<file path="config.mk">
export PLATFORM = sky130hd
export DESIGN_NAME = fp_mul_seq_flat
export DESIGN_NICKNAME = d
export VERILOG_FILES = /design/src/rtl/fp_mul_seq_if.sv /design/src/rtl/fp_mul_seq.sv /design/src/flat_wrapper.sv
export SDC_FILE = /design/constraint.sdc
export NUM_CORES = 1
export LEC_CHECK = 0
export CELL_PAD_IN_SITES_DETAIL_PLACEMENT = 0
export CELL_PAD_IN_SITES_GLOBAL_PLACEMENT = 1
export CORE_MARGIN = 1
export CORE_UTILIZATION = 25
export DETAILED_ROUTE_END_ITERATION = 6
export PLACE_DENSITY_LB_ADDON = 0.12
export SYNTH_ARGS = -nofsm -noshare
export SYNTH_HDL_FRONTEND = slang
export SYNTH_SLANG_ARGS = --single-unit
</file>
<file path="constraint.sdc">
create_clock -name clk -period 10.65 [get_ports clk]
set_clock_uncertainty 0.2 [all_clocks]
set_input_delay 2.13 -clock clk [delete_from_list [all_inputs] [get_ports clk]]
set_output_delay 2.13 -clock clk [all_outputs]
set_load 0.05 [all_outputs]
</file>
<file path="src/rtl/fp_mul_seq_if.sv">
// Handshake bundle for fp_mul_seq: operand/rounding-mode request and result/flags response.
interface fp_mul_seq_if #(
  parameter int unsigned EXP_W = 8,
  parameter int unsigned MAN_W = 23
);
  localparam int unsigned W = 1 + EXP_W + MAN_W;

  logic         in_valid;
  logic         in_ready;
  logic [W-1:0] in_numA;
  logic [W-1:0] in_numB;
  logic [2:0]   rm;
  logic         out_valid;
  logic         out_ready;
  logic [W-1:0] out_result;
  logic [4:0]   fflags;

  modport master (
    output in_valid, in_numA, in_numB, rm, out_ready,
    input  in_ready, out_valid, out_result, fflags
  );

  modport slave (
    input  in_valid, in_numA, in_numB, rm, out_ready,
    output in_ready, out_valid, out_result, fflags
  );
endinterface

</file>
<file path="src/rtl/fp_mul_seq.sv">
// Sequential IEEE-754 multiplier: shift-add significand product, one multiplier bit per cycle.
// Special operands (zero, subnormal, inf, NaN, illegal rm) bypass straight to DONE.
module fp_mul_seq #(
  parameter int unsigned EXP_W = 8,
  parameter int unsigned MAN_W = 23
) (
  input logic         clk,
  input logic         rst,
  fp_mul_seq_if.slave bus
);
  localparam int unsigned W     = 1 + EXP_W + MAN_W;
  localparam int unsigned SigW  = MAN_W + 1;
  localparam int unsigned ExpIW = EXP_W + 2;
  localparam int unsigned CntW  = $clog2(SigW);

  localparam logic [CntW-1:0]         CntLast   = CntW'(SigW - 1);
  localparam logic signed [ExpIW-1:0] Bias      = ExpIW'((1 << (EXP_W - 1)) - 1);
  localparam logic signed [ExpIW-1:0] ExpSat    = ExpIW'((1 << EXP_W) - 1);
  localparam logic signed [ExpIW-1:0] ExpOne    = ExpIW'(1);
  localparam logic signed [ExpIW-1:0] ExpZero   = '0;
  localparam logic [EXP_W-1:0]        ExpOnes   = {EXP_W{1'b1}};
  localparam logic [EXP_W-1:0]        ExpMaxFin = {{(EXP_W - 1){1'b1}}, 1'b0};

  typedef enum logic [2:0] {StIdle, StMul, StNorm, StRnd, StDone} state_e;
  state_e state_q, state_d;

  logic                    sign_q, sign_d;
  logic [2:0]              rm_q, rm_d;
  logic signed [ExpIW-1:0] exp_q, exp_d;
  logic [SigW-1:0]         mcand_q, mcand_d;
  logic [2*SigW-1:0]       prod_q, prod_d;
  logic [CntW-1:0]         cnt_q, cnt_d;
  logic [SigW-1:0]         man_q, man_d;
  logic                    grd_q, grd_d, stk_q, stk_d;
  logic [W-1:0]            result_q, result_d;
  logic [4:0]              flags_q, flags_d;

  // Operand classification
  logic             sign_a, sign_b;
  logic [EXP_W-1:0] exp_a, exp_b;
  logic [MAN_W-1:0] man_a, man_b;
  logic             zero_a, zero_b, inf_a, inf_b, nan_a, nan_b, snan_a, snan_b;
  logic             bad_rm, inv_op, nan_res, special;
  logic [W-1:0]     spec_res;
  logic [4:0]       spec_flags;

  assign {sign_a, exp_a, man_a} = bus.in_numA;
  assign {sign_b, exp_b, man_b} = bus.in_numB;

  assign zero_a  = (exp_a == '0);
  assign zero_b  = (exp_b == '0);
  assign inf_a   = (exp_a == ExpOnes) & (man_a == '0);
  assign inf_b   = (exp_b == ExpOnes) & (man_b == '0);
  assign nan_a   = (exp_a == ExpOnes) & (man_a != '0);
  assign nan_b   = (exp_b == ExpOnes) & (man_b != '0);
  assign snan_a  = nan_a & ~man_a[MAN_W-1];
  assign snan_b  = nan_b & ~man_b[MAN_W-1];
  assign bad_rm  = (bus.rm > 3'd4);
  assign inv_op  = (inf_a & zero_b) | (zero_a & inf_b);
  assign nan_res = bad_rm | nan_a | nan_b | inv_op;
  assign special = nan_res | inf_a | inf_b | zero_a | zero_b;

  always_comb begin
    spec_res   = '0;
    spec_flags = '0;
    if (nan_res) begin
      spec_res      = {1'b0, ExpOnes, 1'b1, {(MAN_W - 1){1'b0}}};
      spec_flags[4] = bad_rm | snan_a | snan_b | inv_op;
    end else if (inf_a | inf_b) begin
      spec_res = {sign_a ^ sign_b, ExpOnes, {MAN_W{1'b0}}};
    end else begin
      spec_res = {sign_a ^ sign_b, {(W - 1){1'b0}}};
    end
  end

  // Right-shifting shift-add: multiplier lives in the low half of prod_q and is consumed LSB first
  logic [SigW:0] mul_sum;
  assign mul_sum = {1'b0, prod_q[2*SigW-1:SigW]} + (prod_q[0] ? {1'b0, mcand_q} : '0);

  // Rounding
  logic                    nx, rnd_inc, to_inf;
  logic [SigW:0]           man_r;
  logic [MAN_W-1:0]        frac_r;
  logic signed [ExpIW-1:0] exp_r;

  always_comb begin
    nx = grd_q | stk_q;
    case (rm_q)
      3'd0:    rnd_inc = grd_q & (stk_q | man_q[0]);
      3'd2:    rnd_inc = sign_q & nx;
      3'd3:    rnd_inc = ~sign_q & nx;
      3'd4:    rnd_inc = grd_q;
      default: rnd_inc = 1'b0;
    endcase
    man_r  = {1'b0, man_q} + {{SigW{1'b0}}, rnd_inc};
    frac_r = man_r[SigW] ? man_r[SigW-1:1] : man_r[SigW-2:0];
    exp_r  = man_r[SigW] ? exp_q + ExpOne : exp_q;
    to_inf = (rm_q == 3'd0) | (rm_q == 3'd4) | ((rm_q == 3'd3) & ~sign_q) |
             ((rm_q == 3'd2) & sign_q);
  end

  // FSM: state register
  always_ff @(posedge clk) begin
    if (rst) state_q <= StIdle;
    else     state_q <= state_d;
  end

  // FSM: next state
  always_comb begin
    state_d = state_q;
    unique case (state_q)
      StIdle:  if (bus.in_valid) state_d = special ? StDone : StMul;
      StMul:   if (cnt_q == CntLast) state_d = StNorm;
      StNorm:  state_d = StRnd;
      StRnd:   state_d = StDone;
      StDone:  if (bus.out_ready) state_d = StIdle;
      default: state_d = StIdle;
    endcase
  end

  // FSM: outputs
  always_comb begin
    bus.in_ready   = (state_q == StIdle);
    bus.out_valid  = (state_q == StDone);
    bus.out_result = result_q;
    bus.fflags     = flags_q;
  end

  // Datapath next state
  always_comb begin
    sign_d   = sign_q;
    rm_d     = rm_q;
    exp_d    = exp_q;
    mcand_d  = mcand_q;
    prod_d   = prod_q;
    cnt_d    = cnt_q;
    man_d    = man_q;
    grd_d    = grd_q;
    stk_d    = stk_q;
    result_d = result_q;
    flags_d  = flags_q;
    unique case (state_q)
      StIdle: begin
        if (bus.in_valid) begin
          sign_d  = sign_a ^ sign_b;
          rm_d    = bus.rm;
          exp_d   = $signed({2'b00, exp_a}) + $signed({2'b00, exp_b}) - Bias;
          mcand_d = {1'b1, man_a};
          prod_d  = {{SigW{1'b0}}, 1'b1, man_b};
          cnt_d   = '0;
          if (special) begin
            result_d = spec_res;
            flags_d  = spec_flags;
          end
        end
      end
      StMul: begin
        prod_d = {mul_sum, prod_q[SigW-1:1]};
        cnt_d  = cnt_q + 1'b1;
      end
      StNorm: begin
        if (prod_q[2*SigW-1]) begin
          man_d = prod_q[2*SigW-1:SigW];
          grd_d = prod_q[SigW-1];
          stk_d = |prod_q[SigW-2:0];
          exp_d = exp_q + ExpOne;
        end else begin
          man_d = prod_q[2*SigW-2:SigW-1];
          grd_d = prod_q[SigW-2];
          stk_d = |prod_q[SigW-3:0];
        end
      end
      StRnd: begin
        if (exp_r >= ExpSat) begin
          result_d = to_inf ? {sign_q, ExpOnes, {MAN_W{1'b0}}}
                            : {sign_q, ExpMaxFin, {MAN_W{1'b1}}};
          flags_d  = 5'b00101;
        end else if (exp_r <= ExpZero) begin
          // No subnormal outputs: flush to signed zero
          result_d = {sign_q, {(W - 1){1'b0}}};
          flags_d  = 5'b00011;
        end else begin
          result_d = {sign_q, exp_r[EXP_W-1:0], frac_r};
          flags_d  = {4'b0000, nx};
        end
      end
      StDone: ;
      default: ;
    endcase
  end

  always_ff @(posedge clk) begin
    if (rst) begin
      sign_q   <= 1'b0;
      rm_q     <= '0;
      exp_q    <= '0;
      mcand_q  <= '0;
      prod_q   <= '0;
      cnt_q    <= '0;
      man_q    <= '0;
      grd_q    <= 1'b0;
      stk_q    <= 1'b0;
      result_q <= '0;
      flags_q  <= '0;
    end else begin
      sign_q   <= sign_d;
      rm_q     <= rm_d;
      exp_q    <= exp_d;
      mcand_q  <= mcand_d;
      prod_q   <= prod_d;
      cnt_q    <= cnt_d;
      man_q    <= man_d;
      grd_q    <= grd_d;
      stk_q    <= stk_d;
      result_q <= result_d;
      flags_q  <= flags_d;
    end
  end
endmodule

</file>
<file path="src/flat_wrapper.sv">
// flat-port wrapper written by rule: the top's interface ports become plain ports
module fp_mul_seq_flat 
#(
  parameter int unsigned EXP_W = 8,
  parameter int unsigned MAN_W = 23
)
  (clk, rst, bus_in_valid, bus_in_numA, bus_in_numB, bus_rm, bus_out_ready, bus_in_ready, bus_out_valid, bus_out_result, bus_fflags);
  fp_mul_seq_if #(.EXP_W(EXP_W), .MAN_W(MAN_W)) bus_i ();
  input logic clk;
  input logic rst;
  input wire logic [$bits(bus_i.in_valid)-1:0] bus_in_valid;
  input wire logic [$bits(bus_i.in_numA)-1:0] bus_in_numA;
  input wire logic [$bits(bus_i.in_numB)-1:0] bus_in_numB;
  input wire logic [$bits(bus_i.rm)-1:0] bus_rm;
  input wire logic [$bits(bus_i.out_ready)-1:0] bus_out_ready;
  output wire logic [$bits(bus_i.in_ready)-1:0] bus_in_ready;
  output wire logic [$bits(bus_i.out_valid)-1:0] bus_out_valid;
  output wire logic [$bits(bus_i.out_result)-1:0] bus_out_result;
  output wire logic [$bits(bus_i.fflags)-1:0] bus_fflags;
  assign bus_i.in_valid = bus_in_valid;
  assign bus_i.in_numA = bus_in_numA;
  assign bus_i.in_numB = bus_in_numB;
  assign bus_i.rm = bus_rm;
  assign bus_i.out_ready = bus_out_ready;
  assign bus_in_ready = bus_i.in_ready;
  assign bus_out_valid = bus_i.out_valid;
  assign bus_out_result = bus_i.out_result;
  assign bus_fflags = bus_i.fflags;
  fp_mul_seq #(.EXP_W(EXP_W), .MAN_W(MAN_W)) u_core (.clk(clk), .rst(rst), .bus(bus_i));
endmodule
</file>
### Word level (Yosys, flattened, before mapping)

Index checks and enable logic that the tools add are counted.

* $add $sub $neg: 6
* magnitude comparators: 3
* equal/unequal tests: 15
* muxes and demuxes: 33
* bitwise gates (word level): 34
* reductions and logical operators: 18

Operators with widths (count)
* $mux W32: 3
* $pmux W48 S2: 1
* $mux W31: 3
* $mux W24: 3
* $pmux W32 S2: 1
* $mux W48: 1
* $logic_not A23 Y1: 2
* $reduce_bool A23 Y1: 2
* $mux W10: 3
* $add A24 B1 Y25: 1
* $add A24 B25 Y25: 1
* $mux W23: 1
* $reduce_or A23 Y1: 1
* $reduce_or A22 Y1: 1
* $mux W5: 4
* $pmux W10 S2: 1
* $pmux W5 S2: 2
* $or A1 B1 Y1: 17
* $eq A8 B8 Y1 const B: 2
* $logic_not A8 Y1: 2
* $pmux W3 S5: 1
* $and A1 B1 Y1: 13
* $eq A3 B2 Y1 const B: 4
* $mux W3: 4
* other kinds (21): 35

* bits in registers: 157
* output and inout bits: 39
* word-level logic and storage cells: 121

### Longest topological paths before layout

Gate-level depths: netlist of run 1.

* depth after elaboration: 12
* depth in mapped cells: 17

### Worst setup path before layout of run 1

No wires, ideal clock.

* path type: in2reg
* start: in bus_in_numB[23]
* end: reg u_core.exp_q[8]
* setup time: 0.095 ns
* data arrival time: 4.119 ns
* slack: 6.235 ns
* stages: 10
* path buffers: 0
* cells stage by stage: ha_1 fa_1 a21o_1 a21oi_1 xnor2_1 o2111ai_1 nor2_1 a21oi_1 xor2_1 a221oi_1

* longest elaborated chain between the ends: 4

Ends and longest elaborated chain
* start: declaration: line flat_wrapper.sv:13 `input wire logic [$bits(bus_i.in_numB)-1:0] bus_in_numB;`
* $add A8 B8 Y9: line fp_mul_seq.sv:147 `exp_d = $signed({2'b00, exp_a}) + $signed({2'b00, exp_b}) - Bias;`
* $sub A10 B8 Y10: line fp_mul_seq.sv:147
* $mux W10: line fp_mul_seq.sv:144 `if (bus.in_valid) begin`
* $pmux W10 S2: line fp_mul_seq.sv:142 `unique case (state_q)`
* end signal: assignment: line fp_mul_seq.sv:208 `exp_q <= exp_d;`
* end: declaration: line fp_mul_seq.sv:29 `logic signed [ExpIW-1:0] exp_q, exp_d;`

Every way passes these cells. The select of a mux whose other input is x is not followed.
A chain may end at the register's enable or synchronous reset.

### Final worst setup path of run 1

* start: reg u_core.rm_q[2]
* end: reg u_core.result_q[2] (netlist: u_core.bus.out_result[2])

* longest elaborated chain between the ends: 8
* elaborated cells on any way between the ends: 19
* those cells by class: add/sub: 1; order compare: 2; eq/ne: 3; mux: 7; bitwise: 5; reduce/logical: 1

Ends and longest elaborated chain
* start: declaration: line fp_mul_seq.sv:28 `logic [2:0] rm_q, rm_d;`
* start signal: assignment: line fp_mul_seq.sv:207 `rm_q <= rm_d;`
* $eq A3 B3 Y1 (tied with other cells): line fp_mul_seq.sv:88, fp_mul_seq.sv:98
* $pmux W1 S4: line fp_mul_seq.sv:88 `case (rm_q)`
* $add A24 B1 Y25: line fp_mul_seq.sv:95 `man_r = {1'b0, man_q} + {{SigW{1'b0}}, rnd_inc};`
* $mux W10: line fp_mul_seq.sv:97 `exp_r = man_r[SigW] ? exp_q + ExpOne : exp_q;`
* $le A10 B1 Y1: line fp_mul_seq.sv:178 `end else if (exp_r <= ExpZero) begin`
* $mux W31: line fp_mul_seq.sv:178
* $mux W31 (*): line fp_mul_seq.sv:174 `if (exp_r >= ExpSat) begin`
* $pmux W32 S2 (*): line fp_mul_seq.sv:142
* end signal: assignment: line fp_mul_seq.sv:215 `result_q <= result_d;`
* end: declaration: line fp_mul_seq.sv:35 `logic [W-1:0] result_q, result_d;`

Every way passes the cells marked *; elsewhere a longest branch is shown, timed or not.

==> results of run 1 <==
metrics by stage:
step           std cells  cell area, sq um
5_1_grt             1785             11600
3_3_place_gp        1754             10900
4_1_cts             1785             11600
3_5_place_dp        1754             10900
6_report            1785             11600
2_1_floorplan       1214              9620
synth_stat cells (all sizes together), types with 26 or more instances:
library cell  count
mux2i            27
xnor2            41
nand2           203
a311oi           26
and2             30
nor2            119
o21ai            51
dfxtp           156
a21oi           101
nand3            35
ha               38
nor3             27
a211oi           35
clkbuf           72
final cells by class:
class	count	area, sq um	area share
well taps	511	639	0.0554
multi-input cells	956	5980	0.518
repair buffers	117	1150	0.0992
clock inverters	10	140	0.0121
inverters	14	52.6	0.00455
clock buffers	21	470	0.0407
flip-flops and latches	156	3120	0.270
power by group:
group | switching, mW | internal (mW) | leakage (nW) | total [mW]
Sequential | 0.165 | 0.721 | 1.27 | 0.885
Combinational | 0.590 | 0.324 | 2.29 | 0.913
Clock | 0.260 | 0.386 | 0.291 | 0.646
sequential cells by signal, summed over array words and instances (netlist names):
register               count
u_core.rm_q                3
u_core.state_q             3
u_core.sign_q              1
u_core.grd_q               1
u_core.bus.fflags          4
u_core.mcand_q            24
u_core.stk_q               1
u_core.cnt_q               5
u_core.prod_q             48
u_core.bus.out_result     32
u_core.exp_q              10
u_core.man_q              24
logic make-up after synthesis:
logic type	after synthesis	synth area share
compound gates	325	0.238
xor+xnor	60	0.0554
fa+ha+maj	40	0.0536
buf+inv	102	0.0554
flops	156	0.325
mux	28	0.0293
other cells	1	0.000390
simple gates	502	0.243
tightest hold or removal path: cells and delay by family (launching register included):
family | cells | cell delay, ps
flip-flops | 1 | 300
AND/OR/NAND/NOR | 1 | 50
AO/OA/AOI/OAI | 1 | 50
per-layer routing:
metal	vias up	track usage	routed length, microns
met1	3991	0.228	15800
met3	20	0.0228	828
met4	0	0.0390	334
met5	-	0	0
met2	144	0.233	12400
li1	4496	-	-
path summary, 6_finish.rpt:
kind / start / endpoint / slack (ps) / cells after the start
hold / removal: u_core.mcand_q[0] / u_core.mcand_q[0] / 250 / 2
hold reg to reg: u_core.mcand_q[0] / u_core.mcand_q[0] / 250 / 2
setup reg to reg: u_core.rm_q[2] / u_core.bus.out_result[2] / 5510 / 15
setup / recovery: u_core.rm_q[2] / u_core.bus.out_result[2] / 5510 / 15
==> run metrics, run 1 <==
status=finished, final reports clean; Critical Path AT=5200 ps; DP Wirelength=21200 microns; FFs w/ async S/R, synth=0; vias=just under 9000; prevailing post-synth register cell=dfxtp_1; CP dominant cell by count=ha_1; die area=0.0392 sq mm; fmax=a little under 200 MHz; initial core utilization=0.255; row count=between 70 and 80; commonest cells after routing, fill and taps aside=nand2_1 (200), dfxtp_1 (155), nor2_1 (118); clock latency on the worst-skew pair=430 ps; worst vdd ir=between 0.0001 and 0.00015 V; fin util=0.306; crit-path max cell delay=around 830 ps; number of synthesized flops with an enable pin=0; Final period util=0.482; vias in the first global route=approximately 8500; commonest non-fill, non-tap cell in the layout=nand2_1; drt drc=0; Pleak=roughly 3.9 nW; CP Cell Sequence=nand2b_1 -> nor2_1 -> ha_1 -> o32ai_1 -> ha_1 -> ha_1 -> nand3_2 -> or3_1 -> or2_1 -> o211ai_1 -> a211oi_1 -> a21oi_4 -> buf_4 -> o21ai_4 -> a221oi_1; Post-CTS Hold Buffers=0; Crit path max-delay family=compound AO/OA/AOI/OAI gates; total wire length=29400 microns; fill cell count=between 4000 and 5000; Slew Viols, Final=0; first-pass GRT wire length=~48000 microns; Die Ht=around 200 microns; Worst setup SP type=flop; CTS HTree Levels=4; clk buf depth=2; antenna-violating nets left=0; Resize count post-CTS=0; synthesized net count=about 1300; CTS clk-pin slew, worst paths=70 ps; Hold Violations, Final=0; Sink Count=156; Crit Path Max Fanout=31; fin crit period=a little over 5000 ps; router iterations before antenna repair=5; final setup vio count=0; Post-Syn Area=0.00962 sq mm; TritonCTS Buffers=17; setup TNS=0 ps; worst slew pin tran=around 1100 ps; diode count=0; register bit total from synthesis=between 150 and 200; Buf+Inv Stages, Crit Path=1; gr usage total=0.155; routed length per instance=16.5 microns; initial antenna violation count=0; die width=between 150 and 200 microns; Yosys warning count=0; # port buffers=~110; number of distinct library cells after synthesis=slightly above 80; Worst path slowest cell=or2_1; final net count=1373; 1st-iter DRT viols=around 480; largest net degree at the start of global routing=slightly below 80; post-synth top area share=0.325; gpl congestion=0.757; gr ovfl total=0; worst hold path class=flop to flop; sequential area share after synthesis=0.325; Total Power=about 2.4 mW; number of max-cap violations=0; Synth area leaders=dfxtp_1 (32%), nand2_1 (7.9%), a21oi_1 (5.1%); P&R area growth vs syn=20.1%; dpl ws=approximately 5200 ps; Fin Hold WS=248 ps; vias per inst=a little under 5; Post-CTS Setup Bufs=0; PD cells=between 200 and 250 mW/mm^2; CTS tree=done; syn avg cell area=between 7 and 8 sq um; layout cells sized above 1=0.0683; core area=~0.038 sq mm; RSZ-0062 raised after global routing=no; Worst slew margin=0.278; Setup crit end kind=flop; Post-Syn Instances=between 1000 and 1500; io pins=110; CTS root buf=clkbuf_16; Crit path required time=about 11000 ps; final setup margin=5510 ps; WS Path Type=flop to flop; Synth area leader=dfxtp_1
Power figures use the tool's default switching activity.
==> run 2, diff against run 1 <==
==> constraint.sdc (replaced) <==
create_clock -name clk -period 4.5 [get_ports clk]
set_clock_uncertainty 0.2 [all_clocks]
set_input_delay 0.9 -clock clk [delete_from_list [all_inputs] [get_ports clk]]
set_output_delay 0.9 -clock clk [all_outputs]
set_load 0.05 [all_outputs]
==> run metrics, run 2 (same netlist as run 1, synthesis figures left out) <==
status=finished, final reports clean; Crit Path Max Fanout=11; row count=just over 70; CP Cell Sequence=nand2b_1 -> nor2_1 -> ha_1 -> o32ai_1 -> ha_1 -> ha_1 -> nand3_2 -> or3_1 -> or4_4 -> or4_4 -> a22oi_4 -> nor3_4 -> o21ai_4 -> buf_12 -> a221oi_2; fin util=0.312; max reg flops=48; largest net degree at the start of global routing=60; # port buffers=around 110; Worst setup SP type=flop; router iterations before antenna repair=5; initial core utilization=0.255; WS Path Type=flop to flop; dpl ws=142 ps; Biggest register=u_core.prod_q; DP Area=0.0111 sq mm; Sink Count=156; non-filler cells in the finished layout=1810; 1st-iter DRT viols=349; placed cell count=around 1800; core area=approximately 0.038 sq mm; fmax=between 200 and 250 MHz; DP Wirelength=~22000 microns; CP dominant cell by count=ha_1; Worst slew margin=0.374; TritonCTS Buffers=17; gpl congestion=slightly below 0.8; clock latency on the worst-skew pair=about 450 ps; vias=8679; vias per inst=around 4.8; Hold Violations, Final=0; final setup margin=248 ps; Final period util=0.945; clk buf depth=2; final net count=roughly 1400; antenna-violating nets left=0; Fin Hold WS=roughly 250 ps; PD cells=between 500 and 600 mW/mm^2; commonest non-fill, non-tap cell in the layout=nand2_1; die width=198 microns; gr usage total=0.159; fin area=0.0118 sq mm; routed length per instance=roughly 17 microns; io pins=110; Pleak=3.99 nW; setup TNS=0 ps; crit-path max cell delay=roughly 540 ps; Setup crit end kind=flop; CTS tree=done; final setup vio count=0; initial antenna violation count=0; layout cells sized above 1=0.0870; CTS root buf=clkbuf_16; Total Power=5.91 mW; fin crit period=about 4300 ps; commonest cells after routing, fill and taps aside=nand2_1 (200), dfxtp_1 (155), nor2_1 (118); number of max-cap violations=0; P&R area growth vs syn=22.3%; gr ovfl total=0; Worst path slowest cell=or4_4; Critical Path AT=4360 ps; worst hold path class=flop to flop; CTS clk-pin slew, worst paths=about 70 ps; Slew Viols, Final=0; total wire length=between 30000 and 40000 microns; die area=between 0.03 and 0.04 sq mm; worst vdd ir=roughly 0.00023 V; worst slew pin tran=slightly above 900 ps; Crit path required time=4610 ps; vias in the first global route=between 8000 and 9000; RSZ-0062 raised after global routing=no; first-pass GRT wire length=roughly 49000 microns; Die Ht=approximately 200 microns; diode count=0; CTS HTree Levels=4; drt drc=0
-- run 2: critical path: cells and delay by family, from the launching register on --
kind | cells | cell delay, ps
AO/OA/AOI/OAI | 4 | 820
adder cells (fa/ha/maj) | 3 | 670
buffers and inverters | 1 | 190
flip-flops | 1 | 310
AND/OR/NAND/NOR | 7 | 1920
-- run 2: area by class of cell --
type / instances / area [sq um]
inverters: 14 / 52.6
flip-flops and latches: 156 / 3120
clock buffers: 20 / 467
well taps: 511 / 639
clock inverters: 12 / 159
fillers: 4035 / 26000
repair buffers: 141 / 1340
multi-input cells: 956 / 5980
-- run 2: repair_timing --
item                                    CTS  global route
endpoints found under the hold margin     0             0
resized for setup                         0             1
buffers inserted                          0             4
endpoints found under the setup margin    0            15
hold buffers                              0             0
-- run 2: report_power, final --
group / total, mW / internal (mW) / switching, mW
logic: 2.26 / 0.811 / 1.45
clock network: 1.57 / 0.923 / 0.648
registers: 2.08 / 1.70 / 0.377
-- run 2: path summary, 6_finish.rpt --
kind	startpoint	to	slack, ps	cells after the start
max	u_core.rm_q[2]	u_core.bus.out_result[10]	250	15
min	u_core.mcand_q[0]	u_core.mcand_q[0]	250	2
max reg2reg	u_core.rm_q[2]	u_core.bus.out_result[10]	250	15
min reg2reg	u_core.mcand_q[0]	u_core.mcand_q[0]	250	2
-- run 2: layer usage --
metal  up-vias  share of wire  GRT usage
li1       4527              -          -
met1      3994           0.52      0.226
met2       136           0.44      0.248
met3        22          0.027     0.0225
met4         0          0.014     0.0477
met5         -              0          0
